`config.mk`:
```
export PLATFORM = sky130hd
export DESIGN_NAME = vga_frame_reader
export DESIGN_NICKNAME = d
export VERILOG_FILES = /design/src/rtl/vga_pkg.sv /design/src/rtl/vga_timing.sv /design/src/rtl/vga_frame_reader.sv
export SDC_FILE = /design/constraint.sdc
export NUM_CORES = 1
export LEC_CHECK = 0
export ABC_AREA = 1
export BUFFER_PORTS_ARGS = -buffer_cell sky130_fd_sc_hd__buf_2
export CAP_MARGIN = 0
export CORE_ASPECT_RATIO = 0.8
export CORE_MARGIN = 5
export CORE_UTILIZATION = 41
export DETAILED_ROUTE_END_ITERATION = 8
export GPL_TIMING_DRIVEN = 0
export HOLD_SLACK_MARGIN = 0.05
export PLACE_DENSITY = 0.73
export RECOVER_POWER = 100
export SYNTH_ARGS = -nofsm -noshare
export SYNTH_HDL_FRONTEND = slang
export SYNTH_SLANG_ARGS = --single-unit
```
`constraint.sdc`:
```
create_clock -name clk -period 4.6 [get_ports clk]
set_clock_uncertainty 0.05 [all_clocks]
set_input_delay 0.46 -clock clk [delete_from_list [all_inputs] [get_ports clk]]
set_output_delay 0.46 -clock clk [all_outputs]
set_load 0.02 [all_outputs]
```
`src/rtl/vga_pkg.sv`:
```
// Shared definitions for the VGA frame reader.
// Holds the default 640x480@60 timing, the default image geometry and
// memory map, and the control bundle that runs beside the memory read.
package vga_pkg;

  localparam int DEF_H_ACTIVE = 640;
  localparam int DEF_H_FP     = 16;
  localparam int DEF_H_SYNC   = 96;
  localparam int DEF_H_BP     = 48;
  localparam int DEF_V_ACTIVE = 480;
  localparam int DEF_V_FP     = 10;
  localparam int DEF_V_SYNC   = 2;
  localparam int DEF_V_BP     = 33;

  localparam int H_TOTAL = DEF_H_ACTIVE + DEF_H_FP + DEF_H_SYNC + DEF_H_BP;
  localparam int V_TOTAL = DEF_V_ACTIVE + DEF_V_FP + DEF_V_SYNC + DEF_V_BP;

  localparam int DEF_IMG_W  = 256;
  localparam int DEF_IMG_H  = 256;
  localparam int DEF_BASE_A = 0;
  localparam int DEF_BASE_B = 65536;
  localparam int DEF_ADDR_W = 18;

  // Control bits that travel one stage alongside the memory read.
  // Sync flags are active high here; the output stage inverts them.
  typedef struct packed {
    logic hs_act;
    logic vs_act;
    logic in_img;
    logic en;
  } pix_ctl_t;

  // Grayscale byte replicated onto all three colour channels.
  function automatic logic [23:0] gray_to_rgb(input logic [7:0] g);
    return {g, g, g};
  endfunction

endpackage

```
`src/rtl/vga_timing.sv`:
```
// Horizontal/vertical raster counters for the VGA frame reader.
// Ports:
//   clk_i        pixel clock
//   rst_ni       synchronous active-low reset (counters to 0,0)
//   hs_act_o     horizontal sync region, active high
//   vs_act_o     vertical sync region, active high
//   in_img_o     current position lies inside the top-left image
//   origin_o     counters at (0,0)
//   frame_end_o  counters at the last position; next clock is (0,0)
module vga_timing
  import vga_pkg::*;
#(
  parameter int H_ACTIVE = DEF_H_ACTIVE,
  parameter int H_FP     = DEF_H_FP,
  parameter int H_SYNC   = DEF_H_SYNC,
  parameter int H_BP     = DEF_H_BP,
  parameter int V_ACTIVE = DEF_V_ACTIVE,
  parameter int V_FP     = DEF_V_FP,
  parameter int V_SYNC   = DEF_V_SYNC,
  parameter int V_BP     = DEF_V_BP,
  parameter int IMG_W    = DEF_IMG_W,
  parameter int IMG_H    = DEF_IMG_H
) (
  input  logic clk_i,
  input  logic rst_ni,
  output logic hs_act_o,
  output logic vs_act_o,
  output logic in_img_o,
  output logic origin_o,
  output logic frame_end_o
);

  localparam int H_TOT = H_ACTIVE + H_FP + H_SYNC + H_BP;
  localparam int V_TOT = V_ACTIVE + V_FP + V_SYNC + V_BP;
  localparam int HW    = $clog2(H_TOT);
  localparam int VW    = $clog2(V_TOT);

  localparam logic [HW-1:0] H_LAST   = HW'(H_TOT - 1);
  localparam logic [VW-1:0] V_LAST   = VW'(V_TOT - 1);
  localparam logic [HW-1:0] HS_START = HW'(H_ACTIVE + H_FP);
  localparam logic [HW-1:0] HS_END   = HW'(H_ACTIVE + H_FP + H_SYNC);
  localparam logic [VW-1:0] VS_START = VW'(V_ACTIVE + V_FP);
  localparam logic [VW-1:0] VS_END   = VW'(V_ACTIVE + V_FP + V_SYNC);
  localparam logic [HW-1:0] IMG_W_C  = HW'(IMG_W);
  localparam logic [VW-1:0] IMG_H_C  = VW'(IMG_H);

  logic [HW-1:0] hcnt_q, hcnt_d;
  logic [VW-1:0] vcnt_q, vcnt_d;
  logic          h_last, v_last;

  assign h_last = (hcnt_q == H_LAST);
  assign v_last = (vcnt_q == V_LAST);

  // vcnt only moves when hcnt wraps; both wrap together at the frame end.
  always_comb begin
    hcnt_d = hcnt_q + 1'b1;
    vcnt_d = vcnt_q;
    if (h_last) begin
      hcnt_d = '0;
      vcnt_d = v_last ? '0 : vcnt_q + 1'b1;
    end
  end

  always_ff @(posedge clk_i) begin
    if (!rst_ni) begin
      hcnt_q <= '0;
      vcnt_q <= '0;
    end else begin
      hcnt_q <= hcnt_d;
      vcnt_q <= vcnt_d;
    end
  end

  assign hs_act_o    = (hcnt_q >= HS_START) && (hcnt_q < HS_END);
  assign vs_act_o    = (vcnt_q >= VS_START) && (vcnt_q < VS_END);
  assign in_img_o    = (hcnt_q < IMG_W_C) && (vcnt_q < IMG_H_C);
  assign origin_o    = (hcnt_q == '0) && (vcnt_q == '0);
  assign frame_end_o = h_last && v_last;

endmodule

```
`src/rtl/vga_frame_reader.sv`:
```
// VGA display stage: raster timing, image memory fetch and DAC output.
// Ports:
//   clk           pixel clock, rising edge
//   reset         synchronous active-low reset
//   enable        display enable; low blanks the pixel output
//   image_select  0 = image at BASE_A, 1 = image at BASE_B (frame boundary only)
//   mem_addr      read address to image memory
//   mem_rden      read enable to image memory
//   mem_data      pixel byte, valid one clock after mem_addr/mem_rden
//   hsync, vsync  active-low syncs
//   rgb_out       {R,G,B} pixel colour
//   frame_start   one-clock pulse with the first pixel of each frame
// hsync, vsync, rgb_out and frame_start lag the raster position by 2 clocks.
module vga_frame_reader
  import vga_pkg::*;
#(
  parameter int H_ACTIVE = DEF_H_ACTIVE,
  parameter int H_FP     = DEF_H_FP,
  parameter int H_SYNC   = DEF_H_SYNC,
  parameter int H_BP     = DEF_H_BP,
  parameter int V_ACTIVE = DEF_V_ACTIVE,
  parameter int V_FP     = DEF_V_FP,
  parameter int V_SYNC   = DEF_V_SYNC,
  parameter int V_BP     = DEF_V_BP,
  parameter int IMG_W    = DEF_IMG_W,
  parameter int IMG_H    = DEF_IMG_H,
  parameter int BASE_A   = DEF_BASE_A,
  parameter int BASE_B   = DEF_BASE_B,
  parameter int ADDR_W   = DEF_ADDR_W
) (
  input  logic              clk,
  input  logic              reset,
  input  logic              enable,
  input  logic              image_select,
  output logic [ADDR_W-1:0] mem_addr,
  output logic              mem_rden,
  input  logic [7:0]        mem_data,
  output logic              hsync,
  output logic              vsync,
  output logic [23:0]       rgb_out,
  output logic              frame_start
);

  localparam logic [ADDR_W-1:0] BASE_A_C = ADDR_W'(BASE_A);
  localparam logic [ADDR_W-1:0] BASE_B_C = ADDR_W'(BASE_B);

  logic hs_act, vs_act, in_img, origin, frame_end;

  vga_timing #(
    .H_ACTIVE (H_ACTIVE),
    .H_FP     (H_FP),
    .H_SYNC   (H_SYNC),
    .H_BP     (H_BP),
    .V_ACTIVE (V_ACTIVE),
    .V_FP     (V_FP),
    .V_SYNC   (V_SYNC),
    .V_BP     (V_BP),
    .IMG_W    (IMG_W),
    .IMG_H    (IMG_H)
  ) u_timing (
    .clk_i       (clk),
    .rst_ni      (reset),
    .hs_act_o    (hs_act),
    .vs_act_o    (vs_act),
    .in_img_o    (in_img),
    .origin_o    (origin),
    .frame_end_o (frame_end)
  );

  // Stage 0: frame-select latch and running read address
  logic              sel_q, sel_d;
  logic [ADDR_W-1:0] addr_q, addr_d;

  // The select is captured on the edge that moves the raster to (0,0), so
  // the base address is already in place for the first pixel of the frame.
  always_comb begin
    sel_d  = sel_q;
    addr_d = addr_q;
    if (frame_end) begin
      sel_d  = image_select;
      addr_d = sel_d ? BASE_B_C : BASE_A_C;
    end else if (in_img) begin
      addr_d = addr_q + 1'b1;
    end
  end

  always_ff @(posedge clk) begin
    if (!reset) begin
      sel_q  <= 1'b0;
      addr_q <= BASE_A_C;
    end else begin
      sel_q  <= sel_d;
      addr_q <= addr_d;
    end
  end

  assign mem_addr = addr_q;
  // Gated by reset so no read is issued while the block is held in reset.
  assign mem_rden = in_img && enable && reset;

  // Stage 1: control bundle waits for the memory read
  pix_ctl_t ctl_p1_q;
  logic     origin_p1_q;

  always_ff @(posedge clk) begin
    if (!reset) begin
      ctl_p1_q    <= '0;
      origin_p1_q <= 1'b0;
    end else begin
      ctl_p1_q    <= '{hs_act: hs_act, vs_act: vs_act, in_img: in_img, en: enable};
      origin_p1_q <= origin;
    end
  end

  // Stage 2: output registers
  logic        hsync_p2_q, vsync_p2_q, frame_start_p2_q;
  logic [23:0] rgb_p2_q;

  always_ff @(posedge clk) begin
    if (!reset) begin
      hsync_p2_q       <= 1'b1;
      vsync_p2_q       <= 1'b1;
      rgb_p2_q         <= '0;
      frame_start_p2_q <= 1'b0;
    end else begin
      hsync_p2_q       <= ~ctl_p1_q.hs_act;
      vsync_p2_q       <= ~ctl_p1_q.vs_act;
      rgb_p2_q         <= (ctl_p1_q.in_img && ctl_p1_q.en) ? gray_to_rgb(mem_data) : 24'h0;
      frame_start_p2_q <= origin_p1_q;
    end
  end

  assign hsync       = hsync_p2_q;
  assign vsync       = vsync_p2_q;
  assign rgb_out     = rgb_p2_q;
  assign frame_start = frame_start_p2_q;

endmodule

```
Word-level counts from Yosys, hierarchy flattened
Cells that the tools add are included.

Reduce and logical (&&, ||, !) cells: 13. Order comparisons: 6. Add/subtract/negate cells: 3. Multiplexer cells: 4. Bitwise operators: 3. Eq/ne operators: 2.

Operators with widths (number): 18-bit two-way mux (2); 10-bit by 9-bit less-than comparator with 1-bit output (second input constant) (3); 10-bit by 1-bit adder with 10-bit output (second input constant) (2); 10-bit == test (second input constant) (2); 10-bit logical NOT (2); 18-bit by 1-bit adder with 18-bit output (second input constant) (1); 17-bit two-way mux (1); 10-bit >= comparator (second input constant) (1); 10-bit by 9-bit >= comparator with 1-bit output (second input constant) (1); 10-bit less-than comparator (second input constant) (1); 10-bit two-way mux (1); 1-bit logical AND (8); 1-bit inverter (3); 2-bit AND reduction (1); 2-bit nonzero test (1); 2-bit OR reduction (1).

Bits in registers: 70. Output and inout bits: 46. Logic and storage cells: 43.

Longest topological paths before layout
Gate-level depths: netlist of the first run.

Word-level depth: 4. Gate-level depth with buffers: 11.

Modules after synthesis
Synthesis of the first run repeated with hierarchy kept, for this count alone.

Cells, all modules: 392. Area, all modules: 2793.9 sq um.

By module, submodules not included: vga_frame_reader (sequential area each 680.7 sq um, cells an instance 206, area each 1511.4 sq um, instances 1); vga_timing (sequential area each 400.4 sq um, cells an instance 186, area each 1282.5 sq um, instances 1).

Least setup slack after synthesis of the first run
OpenSTA, ideal clock, no wires.

Path type: register to output. Start point: register u_timing.hcnt_q[8]. End point: output mem_rden. Data required time: 4.090 ns. Data arrival time: 1.239 ns. Cell stages (with the launch flop): 7. Slack: 2.851 ns. Path buffers: 1. Cells stage by stage: dfxtp_1 -> inv_1 -> nand4_1 -> inv_1 -> buf_2 -> nand2_1 -> nor2_1.

Cells in the longest elaborated chain, start to end: 4.

RTL lines: start: declaration (RTL line vga_timing.sv:47) `logic [HW-1:0] hcnt_q, hcnt_d;`; start signal: assignment (RTL line vga_timing.sv:69) `hcnt_q <= hcnt_d;`; 10-bit by 9-bit less-than comparator with 1-bit output (RTL line vga_timing.sv:76) `assign in_img_o = (hcnt_q < IMG_W_C) && (vcnt_q < IMG_H_C);`; 1-bit logical AND (RTL line vga_timing.sv:76); 1-bit logical AND (2 in series) (RTL line vga_frame_reader.sv:99) `assign mem_rden = in_img && enable && reset;`; end: declaration (RTL line vga_frame_reader.sv:36) `output logic mem_rden,`.

Every way passes these cells.

Final worst setup path of the first run
Start point: register u_timing.hcnt_q[0]. End point: register addr_q[9], in the netlist mem_addr[9].

Cells in the longest elaborated chain, start to end: 3. Elaborated cells on any way between the ends: 6.

RTL lines: 10-bit by 9-bit less-than comparator with 1-bit output or 10-bit == test (tied branches) (RTL line vga_timing.sv:76, vga_timing.sv:51); 1-bit logical AND, on equally long branches (RTL line vga_timing.sv:76, vga_timing.sv:78); 2-bit nonzero test (no source line) or 18-bit two-way mux (tied branches); end signal: assignment (RTL line vga_frame_reader.sv:93) `addr_q <= addr_d;`; end: declaration (RTL line vga_frame_reader.sv:72) `logic [ADDR_W-1:0] addr_q, addr_d;`.

Several ways; a longest one is shown, not always the timed one. A chain may end at the register's enable or synchronous reset.

==> results by group, run 1 <==
Outcome
  – Status: finished clean

Floorplanning
  – Die X: 101 um
  – Initial core utilization: 0.422
  – Die area: 8320 sq um
  – Die H: 82.6 um
  – Core Box Area: 6410 sq um
  – Ports: 58
  – Num rows: 26

Logic synthesis
  – Register bit count reported by yosys: 54
  – Area leader, netlist: dfxtp_1
  – Synth Flop Type: dfxtp_1
  – Post-synth top cells: 82 x nand2_1, 61 x nor2_1, 54 x dfxtp_1
  – Synth unique cells: 31
  – Average cell area after synthesis: 6.98 sq um
  – Yosys top cell area share: 0.400
  – Seq/Total Area, Yosys: 0.400
  – Mapped cell area: 2700 sq um
  – Syn Nets: 404
  – Asr flop ratio synth: 0
  – Number of flops mapped to enable cells by yosys: 0
  – Most frequent cell after synthesis: nand2_1
  – Syn Inst Count: 387
  – Synth area leaders: dfxtp_1 40%, nand2_1 11%, nor2_1 8.5%
  – YS warnings: 0

Pwr
  – Leak: 1.25 nW
  – Total power: 812 uW
  – Pwr/cell area: 264 nW/um^2
  – VDD IR max: 0.163 mV

Clocking
  – Clock Sink Count: 54
  – Insertion delay to the later sink of the worst-skew pair: 0.31 ns
  – CTS resizes: 0
  – CTS root buffer: clkbuf_8
  – CTS tree: done
  – CTS H-tree depth: 2
  – Clk buf depth: 2
  – Hold-fix buffers at CTS: 0
  – Post-CTS setup buffers: 0
  – Cts bufs inserted: 5
  – Reg clk slew, reported paths: 0.11 ns

Setup path
  – Worst setup SP type: register
  – CP max FO: 10
  – Slowest cell on the critical path: nor2_1
  – Crit-path cells: ha_1, nand2_2, nor2_1, clkinv_1, nor2_1, nand2_1, nand2_1, clkbuf_1, nand3_1, nand2_1, nor2_1
  – WP data required: 4.77 ns
  – CP peak stage delay: 0.57 ns
  – FF-to-FF End: mem_addr[9]
  – R2R cell count: 11
  – Reg2Reg Setup Slack: 1.54 ns
  – Worst Path Arrival: 3.23 ns
  – CP Capture Type: register
  – Worst R2R Start: u_timing.hcnt_q[0]
  – Setup CP Type: reg -> reg

Routing
  – Initial DRT Pass Iterations: 4
  – Routed vias: 2557
  – Via/cell ratio: 4.77
  – DR WL/cell: 11.7 um
  – Drt drc: 0
  – Detailed Route WL: 6260 um
  – Final ANT Viol Nets: 0
  – DRT iter0 DRCs: 120

STA
  – Worst hold slack: 0.296 ns
  – Final min period: 3.06 ns
  – TNS Setup: 0 ns
  – Final hold violations: 0
  – Final Slew Violations: 0
  – Count of final setup violators: 0
  – Period utilization: 0.666
  – RSZ-0062 raised after global routing: false
  – Slew headroom: 0.387
  – Final WS setup: 1.54 ns
  – Fmax: 327 MHz
  – Worst-Margin Slew: 0.911 ns

Place
  – GPL Wtd Cong: 0.875
  – Port bufs: 57
  – Cell total after placement: 528
  – Final HPWL DP: 4690 um
  – Dpl cell area: 3090 sq um
  – Worst slack, placed: 2.67 ns

Finish
  – Layout cell share with drive strength beyond 1: 0.0996
  – Fin nets: 468
  – Final Util: 0.479
  – Post-Layout Inst Area: 3070 sq um
  – Synth-to-layout area growth: 13.7%
  – Post-route insts no fill: 536
  – Diodes inserted: 0

Global route
  – Antenna violations before repair: 0
  – Grt total ovfl: 0
  – Largest net degree at the start of global routing: 19
  – Gr usage total: 0.159
  – Vias in the first global route: 2413
  – First-pass GRT wire length: 10800 um

Hold path
  – Hold path depth: 3
  – Hold WC Path Type: in -> reg
  – Hold Path Sink: rgb_out[21]
  – Worst hold start: mem_data[5]

Flow run
  – Max-cap violations: 0
how the worst max path moves through the flow:
stage | cells after the start | end | slack, ns | startpoint
floorplan | 6 | mem_rden | 2.85 | u_timing.hcnt_q[8]
global placement | 7 | mem_rden | 2.69 | u_timing.hcnt_q[8]
detailed placement | 7 | mem_rden | 2.67 | u_timing.hcnt_q[8]
CTS | 7 | mem_rden | 2.32 | u_timing.hcnt_q[8]
global route | 11 | mem_addr[9] | 1.11 | u_timing.hcnt_q[0]
finish | 11 | mem_addr[9] | 1.54 | u_timing.hcnt_q[0]
kinds of logic (layout without fill, tap and decap cells):
| family | after synthesis | after routing | synth area share |
|---|---|---|---|
| flip-flops | 54 | 54 | 0.400 |
| XOR/XNOR | 6 | 6 | 0.0195 |
| adder cells (fa/ha/maj) | 5 | 5 | 0.0232 |
| AO/OA/AOI/OAI | 37 | 37 | 0.0746 |
| buffers and inverters | 77 | 142 | 0.134 |
| AND/OR/NAND/NOR | 208 | 208 | 0.348 |
power by group:
| part | switching [mW] | internal, mW |
|---|---|---|
| logic | 0.0334 | 0.0183 |
| registers | 0.00715 | 0.477 |
| clock network | 0.166 | 0.110 |
| total | 0.207 | 0.605 |
cell type report:
class,count,area [sq um]
Sequential cell,54,1080
Clock inverter,3,25.0
Fill cell,677,3340
Clock buffer,5,68.8
Inverter,53,199
Timing Repair Buffer,57,226
Multi-Input combinational cell,256,1210
Buffer,24,151
Tap cell,84,105
cell usage in the layout (no fill, tap or decap), drive strengths merged:
| master | instances |
|---|---|
| inv | 53 |
| buf | 27 |
| nand4 | 11 |
| dfxtp | 54 |
| clkinv | 2 |
| nor2 | 64 |
| nand3 | 37 |
| o22ai | 1 |
| a2111oi | 1 |
| xnor2 | 3 |
| o21ai | 11 |
| clkinvlp | 1 |
| clkbuf | 59 |
| nand2 | 85 |
| xor2 | 3 |
| nor3 | 7 |
| a21oi | 24 |
| nor3b | 1 |
| ha | 5 |
| nor4 | 1 |
| nand3b | 2 |
sequential cells by signal, summed over array words and instances (netlist names):
signal           count
origin_p1_q          1
u_timing.vcnt_q     10
rgb_out              8
frame_start          1
u_timing.hcnt_q     10
mem_addr            18
ctl_p1_q             4
vsync                1
hsync                1
critical path, delay by kind of cell (launching register included):
kind,cells,cell delay (ns)
DFF,1,0.39
and+or+nand+nor,8,1.71
adders and majority gates,1,0.21
buffers and inverters,2,0.63
layer usage:
metal / track usage / vias to the layer above / part of all wire
met3: 0.0344 / 9 / 0.076
met5: 0 / - / 0
met4: 0.0592 / 0 / 0.014
met2: 0.269 / 79 / 0.44
li1: - / 1340 / -
met1: 0.199 / 1129 / 0.47
(Power assumes the default switching activity.)
==> run 2: changes to the inputs <==
==> constraint.sdc (replaced) <==
create_clock -name clk -period 3.1 [get_ports clk]
set_clock_uncertainty 0.05 [all_clocks]
set_input_delay 0.31 -clock clk [delete_from_list [all_inputs] [get_ports clk]]
set_output_delay 0.31 -clock clk [all_outputs]
set_load 0.02 [all_outputs]
==> run 2 against run 1 <==
Cell count is the same. Critical path type is now reg -> out. Largest power group unchanged. Non-clock buffer count is the same. Register-to-register slack lost 0.80 ns. Sequential share of layout area shrank 0.34 points. Largest cell class unchanged. Final area grew 0.98%. Critical endpoint is now mem_rden. Combinational power grew 48%. Worst setup slack lost 0.87 ns.
==> results by group, run 2 (synthesis results as in run 1) <==
Hold path
  – Worst hold start: mem_data[5] (unchanged)
  – Hold Path Sink: rgb_out[21] (unchanged)
  – Hold path depth: 3 (unchanged)
  – Hold WC Path Type: in -> reg (unchanged)

Routing
  – Drt drc: 0 (unchanged)
  – Detailed Route WL: 6250 um (was 6260 um)
  – Routed vias: 2559 (was 2557)
  – Initial DRT Pass Iterations: 4 (unchanged)
  – Via/cell ratio: 4.77 (about the same)
  – DR WL/cell: 11.7 um (about the same)
  – DRT iter0 DRCs: 132 (was 120)
  – Final ANT Viol Nets: 0 (unchanged)

STA
  – TNS Setup: 0 ns (unchanged)
  – Final hold violations: 0 (unchanged)
  – Final Slew Violations: 0 (unchanged)
  – Period utilization: 0.783
  – Worst-Margin Slew: 0.921 ns (was 0.911 ns)
  – Slew headroom: 0.379 (was 0.387)
  – Final min period: 2.43 ns
  – Final WS setup: 0.672 ns (was 1.54 ns)
  – Count of final setup violators: 0 (unchanged)
  – Fmax: 412 MHz
  – RSZ-0062 raised after global routing: false (unchanged)

Pwr
  – Leak: 1.29 nW (was 1.25 nW)
  – Pwr/cell area: 388 nW/um^2 (was 264 nW/um^2)
  – VDD IR max: 0.240 mV (was 0.163 mV)

Setup path
  – CP max FO: 10 (unchanged)
  – FF-to-FF End: mem_addr[4] (was mem_addr[9])
  – Worst Path Arrival: 2.07 ns (was 3.23 ns)
  – CP Capture Type: output port (was register)
  – R2R cell count: 9 (was 11)
  – WP data required: 2.74 ns (was 4.77 ns)
  – Worst R2R Start: u_timing.hcnt_q[0] (unchanged)
  – Worst setup SP type: register (unchanged)
  – Setup CP Type: reg -> out (was reg -> reg)
  – Reg2Reg Setup Slack: 0.74 ns (was 1.54 ns)

Finish
  – Fin nets: 468 (unchanged)
  – Fillers: 672 (was 677)
  – Layout cell share with drive strength beyond 1: 0.106 (was 0.0996)
  – Multi-input gate area: 1240 sq um (was 1210 sq um)
  – Post-route insts no fill: 536 (unchanged)
  – Max reg flops: 18 (unchanged)
  – Diodes inserted: 0 (unchanged)
  – Most common cell after layout, fill and taps aside: nand2_1 (unchanged)
  – Post-Layout Inst Area: 3100 sq um (was 3070 sq um)
  – Final Util: 0.484 (was 0.479)
  – Leading cell types in the layout, fill and taps excluded: 84 x nand2_1, 62 x nor2_1, 54 x dfxtp_1 (was 84 x nand2_1, 63 x nor2_1, 54 x clkbuf_1, 54 x dfxtp_1, 50 x inv_1)
  – FF/Latch Area: 1080 sq um (unchanged)
  – Synth-to-layout area growth: 14.8% (was 13.7%)

Flow run
  – Max-cap violations: 0 (unchanged)

Clocking
  – Post-CTS setup buffers: 0 (unchanged)
  – CTS resizes: 0 (unchanged)
  – CTS H-tree depth: 2 (unchanged)
  – Insertion delay to the later sink of the worst-skew pair: 0.31 ns (about the same)
  – Clk buf depth: 2 (unchanged)
  – Hold-fix buffers at CTS: 0 (unchanged)
  – Clock Sink Count: 54 (unchanged)
  – CTS tree: done (unchanged)
  – Cts bufs inserted: 5 (unchanged)
  – CTS root buffer: clkbuf_8 (unchanged)
  – Reg clk slew, reported paths: 0.11 ns (about the same)

Floorplanning
  – Num rows: 26 (unchanged)
  – Die X: 101 um (unchanged)
  – Die H: 82.6 um (unchanged)
  – Core Box Area: 6410 sq um (unchanged)
  – Initial core utilization: 0.422 (unchanged)
  – Ports: 58 (unchanged)
  – Die area: 8320 sq um (unchanged)

Place
  – Port bufs: 57 (unchanged)
  – GPL Wtd Cong: 0.875 (unchanged)
  – Final HPWL DP: 4690 um (unchanged)
  – Cell total after placement: 528 (unchanged)
  – Dpl cell area: 3090 sq um (unchanged)
  – Worst slack, placed: 1.18 ns (was 2.67 ns)

Global route
  – First-pass GRT wire length: 10800 um (unchanged)
  – Grt total ovfl: 0 (unchanged)
  – Vias in the first global route: 2413 (unchanged)
  – Gr usage total: 0.159 (unchanged)
  – Antenna violations before repair: 0 (unchanged)
  – Largest net degree at the start of global routing: 19 (unchanged)

Outcome
  – Status: finished clean (unchanged)
==> run 2: cell count changes in the layout (fill, tap and decap cells not counted), sizes merged <==
cell,change
inv,+1
buf,+2
clkbuf,-2
clkinv,-1
==> run 2: area by class of cell <==
class / instances / share of cell area
well taps: 84 / 0.0339
flip-flops and latches: 54 / 0.349
clock buffers: 5 / 0.0222
multi-input cells: 256 / 0.399
inverters: 53 / 0.0641
repair buffers: 57 / 0.0730
clock inverters: 3 / 0.00807
plain buffers: 24 / 0.0516
==> run 2: worst max path at each step <==
stage | endpoint | slack (ns) | start
4_1_cts | mem_rden | 0.97 | u_timing.hcnt_q[8]
3_5_place_dp | u_timing.vcnt_q[7] | 1.18 | u_timing.hcnt_q[0]
5_1_grt | mem_rden | 0.42 | u_timing.hcnt_q[8]
6_report | mem_rden | 0.67 | u_timing.hcnt_q[8]
2_1_floorplan | mem_rden | 1.50 | u_timing.hcnt_q[8]
3_3_place_gp | u_timing.vcnt_q[9] | 1.23 | u_timing.hcnt_q[0]
==> run 2: worst max-delay path: stages, from the launching register on <==
cell and delay, ns:
dfxtp_1 0.35, inv_1 0.12, nand4_1 0.21, inv_1 0.12, clkbuf_1 0.42, nand2_1 0.18, nor2_1 0.12, clkbuf_1 0.23
==> run 2: power by group <==
part | leakage, nW | total, mW | switching (mW) | internal (mW)
combinational | 0.809 | 0.0766 | 0.0495 | 0.0271
sequential | 0.438 | 0.718 | 0.0104 | 0.707
clock | 0.0447 | 0.410 | 0.246 | 0.164
==> run 2: per-stage QoR <==
step,total power [mW],hold WS [ns]
after floorplan,0.786,0.302
after global routing,1.26,0.143
final,1.20,0.146
after CTS,1.22,0.145
after detailed placement,0.815,0.315
after global placement,0.813,0.317
==> run 2: routing by layer <==
| layer | global-route usage | wire (um) | vias up |
|---|---|---|---|
| met1 | 0.199 | 2910 | 1132 |
| met2 | 0.269 | 2750 | 76 |
| met5 | 0 | 0 | - |
| li1 | - | - | 1340 |
| met3 | 0.0344 | 481 | 11 |
| met4 | 0.0592 | 108 | 0 |
==> run 3: changes to the inputs <==
--- a/config.mk
+++ b/config.mk
@@ -5,7 +5,7 @@
 export SDC_FILE = /design/constraint.sdc
 export NUM_CORES = 1
 export LEC_CHECK = 0
-export ABC_AREA = 1
+export ABC_AREA = 0
 export BUFFER_PORTS_ARGS = -buffer_cell sky130_fd_sc_hd__buf_2
 export CAP_MARGIN = 0
 export CORE_ASPECT_RATIO = 0.8
@@ -14,7 +14,7 @@
 export DETAILED_ROUTE_END_ITERATION = 8
 export GPL_TIMING_DRIVEN = 0
 export HOLD_SLACK_MARGIN = 0.05
-export PLACE_DENSITY = 0.73
+export PLACE_DENSITY = 0.74
 export RECOVER_POWER = 100
 export SYNTH_ARGS = -nofsm -noshare
 export SYNTH_HDL_FRONTEND = slang
==> constraint.sdc (replaced) <==
create_clock -name clk -period 2.35 [get_ports clk]
set_clock_uncertainty 0.05 [all_clocks]
set_input_delay 0.235 -clock clk [delete_from_list [all_inputs] [get_ports clk]]
set_output_delay 0.235 -clock clk [all_outputs]
set_load 0.02 [all_outputs]
==> run 3 against run 2 <==
Worst hold slack got worse by 0.082 ns. Count of clock-buffer cells in the layout did not move. Power rose by 40%. Sequential share of layout area up 2.4 points. Via count is 19% lower. Synthesized area down 11%. Worst setup slack worse by 0.59 ns. Sequential power is 31% higher. Global-route usage is 1.4 points lower. Clock power increased by 58%. Critical path type is now reg -> reg.
==> results by group, run 3 <==
Pwr
  – Pwr/cell area: 578 nW/um^2 (was 388 nW/um^2)
  – Total power: 1.68 mW (was 1.20 mW)
  – Leak: 1.04 nW (was 1.29 nW)
  – VDD IR max: 0.261 mV (was 0.240 mV)

Finish
  – Leading cell types in the layout, fill and taps excluded: 53 x clkbuf_1, 51 x dfxtp_1, 25 x nor2_1 (was 84 x nand2_1, 62 x nor2_1, 54 x dfxtp_1)
  – Synth-to-layout area growth: 20.4% (was 14.8%)
  – Layout cell share with drive strength beyond 1: 0.152 (was 0.106)
  – Fin nets: 352 (was 468)
  – Max reg flops: 18 (unchanged)
  – Final Util: 0.500 (was 0.484)
  – Post-route insts no fill: 417 (was 536)
  – Most common cell after layout, fill and taps aside: clkbuf_1 (was nand2_1)
  – Diodes inserted: 0 (unchanged)

Routing
  – Detailed Route WL: 5320 um (was 6250 um)
  – Initial DRT Pass Iterations: 4 (unchanged)
  – Routed vias: 2084 (was 2559)
  – DRT iter0 DRCs: 109 (was 132)
  – Via/cell ratio: 5.00 (was 4.77)
  – Final ANT Viol Nets: 0 (unchanged)
  – Drt drc: 0 (unchanged)
  – DR WL/cell: 12.8 um (was 11.7 um)

Logic synthesis
  – Mux cell area share after synthesis: 0 (unchanged)
  – Synth Flop Type: dfxtp_1 (unchanged)
  – Syn Nets: 289 (was 404)
  – Compound-Gate Fraction of Synth Area: 0.0725 (was 0.0746)
  – Synth unique cells: 35 (was 31)
  – Largest family of logic cells by synthesized area: simple AND/OR/NAND/NOR gates (unchanged)
  – Seq/Total Area, Yosys: 0.447 (was 0.400)
  – Asr flop ratio synth: 0 (unchanged)
  – Xor and xnor area share after synthesis: 0.0797 (was 0.0195)
  – Synth Area in Adders: 0.0259 (was 0.0232)
  – YS warnings: 0 (unchanged)
  – Synth area leaders: dfxtp_1 45%, xnor2_1 5.1%, buf_4 5.0% (was dfxtp_1 40%, nand2_1 11%, nor2_1 8.5%)
  – Most frequent cell after synthesis: dfxtp_1 (was nand2_1)
  – Syn Inst Count: 272 (was 387)
  – Register bit count reported by yosys: 54 (unchanged)
  – Yosys top cell area share: 0.447 (was 0.400)
  – Simple-Gate Fraction of Synth Area: 0.286 (was 0.348)
  – Area leader, netlist: dfxtp_1 (unchanged)
  – Mapped cell area: 2420 sq um (was 2700 sq um)
  – Average cell area after synthesis: 8.89 sq um (was 6.98 sq um)
  – Post-synth top cells: 54 x dfxtp_1, 25 x nor2_1, 16 x buf_4 (was 82 x nand2_1, 61 x nor2_1, 54 x dfxtp_1)
  – Number of flops mapped to enable cells by yosys: 0 (unchanged)

Setup path
  – CP peak stage delay: 0.54 ns (was 0.42 ns)
  – Worst Path Arrival: 2.46 ns (was 2.07 ns)
  – Setup CP Type: reg -> reg (was reg -> out)
  – R2R cell count: 6 (was 9)
  – Reg2Reg Setup Slack: 0.08 ns (was 0.74 ns)
  – Slowest cell on the critical path: or4_4 (was clkbuf_1)
  – CP Capture Type: register (was output port)
  – CP max FO: 10 (unchanged)
  – FF-to-FF End: mem_addr[15] (was mem_addr[4])
  – Crit-path cells: or4_4, buf_6, or3_1, buf_2, or4_1, a21oi_1 (was inv_1, nand4_1, inv_1, clkbuf_1, nand2_1, nor2_1, clkbuf_1)
  – WP data required: 2.54 ns (was 2.74 ns)
  – Worst R2R Start: u_timing.vcnt_q[8] (was u_timing.hcnt_q[0])
  – Worst setup SP type: register (unchanged)

Floorplanning
  – Core Box Area: 5820 sq um (was 6410 sq um)
  – Die area: 7540 sq um (was 8320 sq um)
  – Die X: 95.8 um (was 101 um)
  – Ports: 58 (unchanged)
  – Num rows: 25 (was 26)
  – Initial core utilization: 0.415 (was 0.422)
  – Die H: 78.7 um (was 82.6 um)

Global route
  – Grt total ovfl: 0 (unchanged)
  – Vias in the first global route: 1918 (was 2413)
  – Largest net degree at the start of global routing: 19 (unchanged)
  – Antenna violations before repair: 0 (unchanged)
  – First-pass GRT wire length: 8820 um (was 10800 um)
  – Gr usage total: 0.144 (was 0.159)

Hold path
  – Hold path depth: 2 (was 3)
  – Hold WC Path Type: in -> reg (unchanged)
  – Worst hold start: mem_data[2] (was mem_data[5])
  – Hold Path Sink: rgb_out[18] (was rgb_out[21])

STA
  – Worst hold slack: 0.0648 ns (was 0.146 ns)
  – Fmax: 441 MHz
  – Worst-Margin Slew: 0.661 ns (was 0.921 ns)
  – Count of final setup violators: 0 (unchanged)
  – RSZ-0062 raised after global routing: false (unchanged)
  – TNS Setup: 0 ns (unchanged)
  – Period utilization: 0.964
  – Final Slew Violations: 0 (unchanged)
  – Final hold violations: 0 (unchanged)
  – Slew headroom: 0.556 (was 0.379)
  – Final min period: 2.27 ns

Place
  – Cell total after placement: 409 (was 528)
  – GPL Wtd Cong: 0.832 (was 0.875)
  – Final HPWL DP: 3820 um (was 4690 um)
  – Port bufs: 56 (was 57)

Outcome
  – Status: finished clean (unchanged)

Clocking
  – Cts bufs inserted: 5 (unchanged)
  – Clock Sink Count: 54 (unchanged)
  – CTS H-tree depth: 2 (unchanged)
  – Clk buf depth: 2 (unchanged)
  – Reg clk slew, reported paths: 0.10 ns (was 0.11 ns)
  – Insertion delay to the later sink of the worst-skew pair: 0.31 ns (about the same)
  – CTS root buffer: clkbuf_8 (unchanged)
  – CTS tree: done (unchanged)

Flow run
  – Max-cap violations: 0 (unchanged)
==> run 3: cell count changes after synthesis, sizes merged, moves of 11 or more <==
| cell | before | now |
|---|---|---|
| nor2 | 64 | 25 |
| inv | 53 | 9 |
| a21oi | 24 | 11 |
| nand2 | 85 | 15 |
| and2 | 0 | 14 |
| xnor2 | 3 | 14 |
| nand3 | 37 | 13 |
==> run 3: worst max-delay path by stage <==
| stage | startpoint | endpoint | slack, ns | cells after the start |
|---|---|---|---|---|
| floorplan | u_timing.vcnt_q[8] | mem_addr[13] | 0.24 | 6 |
| global placement | u_timing.vcnt_q[0] | u_timing.vcnt_q[2] | -0.05 | 8 |
| detailed placement | u_timing.vcnt_q[0] | mem_addr[2] | -0.07 | 8 |
| CTS | u_timing.hcnt_q[8] | mem_rden | 0.007 | 4 |
| global route | u_timing.vcnt_q[8] | mem_addr[13] | 0.006 | 6 |
| finish | u_timing.vcnt_q[8] | mem_addr[15] | 0.08 | 6 |
==> run 3: repair_timing <==
item                       CTS  global route
hold endpoints to repair     0             1
resized for setup            3             9
setup endpoints to repair   20            33
buffers inserted             0             2
hold buffers                 0             1
pin swaps                    0             1
==> run 3: kinds of logic after synthesis <==
family | count (synthesis)
buffers and inverters | 38
adder cells (fa/ha/maj) | 5
flip-flops | 54
AND/OR/NAND/NOR | 124
XOR/XNOR | 22
AO/OA/AOI/OAI | 29
==> run 3: layout make-up <==
cell class / instances / area, sq um
plain buffers: 26 / 178
clock buffers: 5 / 68.8
clock inverters: 3 / 47.5
fillers: 577 / 2910
inverters: 9 / 33.8
multi-input cells: 180 / 1150
flip-flops and latches: 54 / 1080
well taps: 81 / 101
repair buffers: 59 / 244
==> run 3: per-layer routing <==
layer  up-vias  routed length, um  track usage  part of all wire
met4         0                 59       0.0313             0.011
li1       1056                  -            -                 -
met3         8                375       0.0393             0.070
met1       954               2570        0.198              0.48
met5         -                  0            0                 0
met2        66               2310        0.226              0.43
==> run 3: report_power, final <==
group	switching [mW]	internal, mW
sequential	0.0135	0.930
combinational	0.0524	0.0366
clock	0.323	0.325
==> run 3: per-stage QoR <==
stage	area (sq um)	setup WS [ns]
after floorplan	2420	0.235
after global placement	2800	-0.0531
after detailed placement	2800	-0.0713
after CTS	2930	0.00674
after global routing	2910	0.00613
final	2910	0.0843
==> run 3: critical path, delay by kind of cell, from the launching register on <==
family	cells	cell delay [ns]
AND/OR/NAND/NOR	3	1.30
AO/OA/AOI/OAI	1	0.16
flip-flops	1	0.36
buffers and inverters	2	0.32
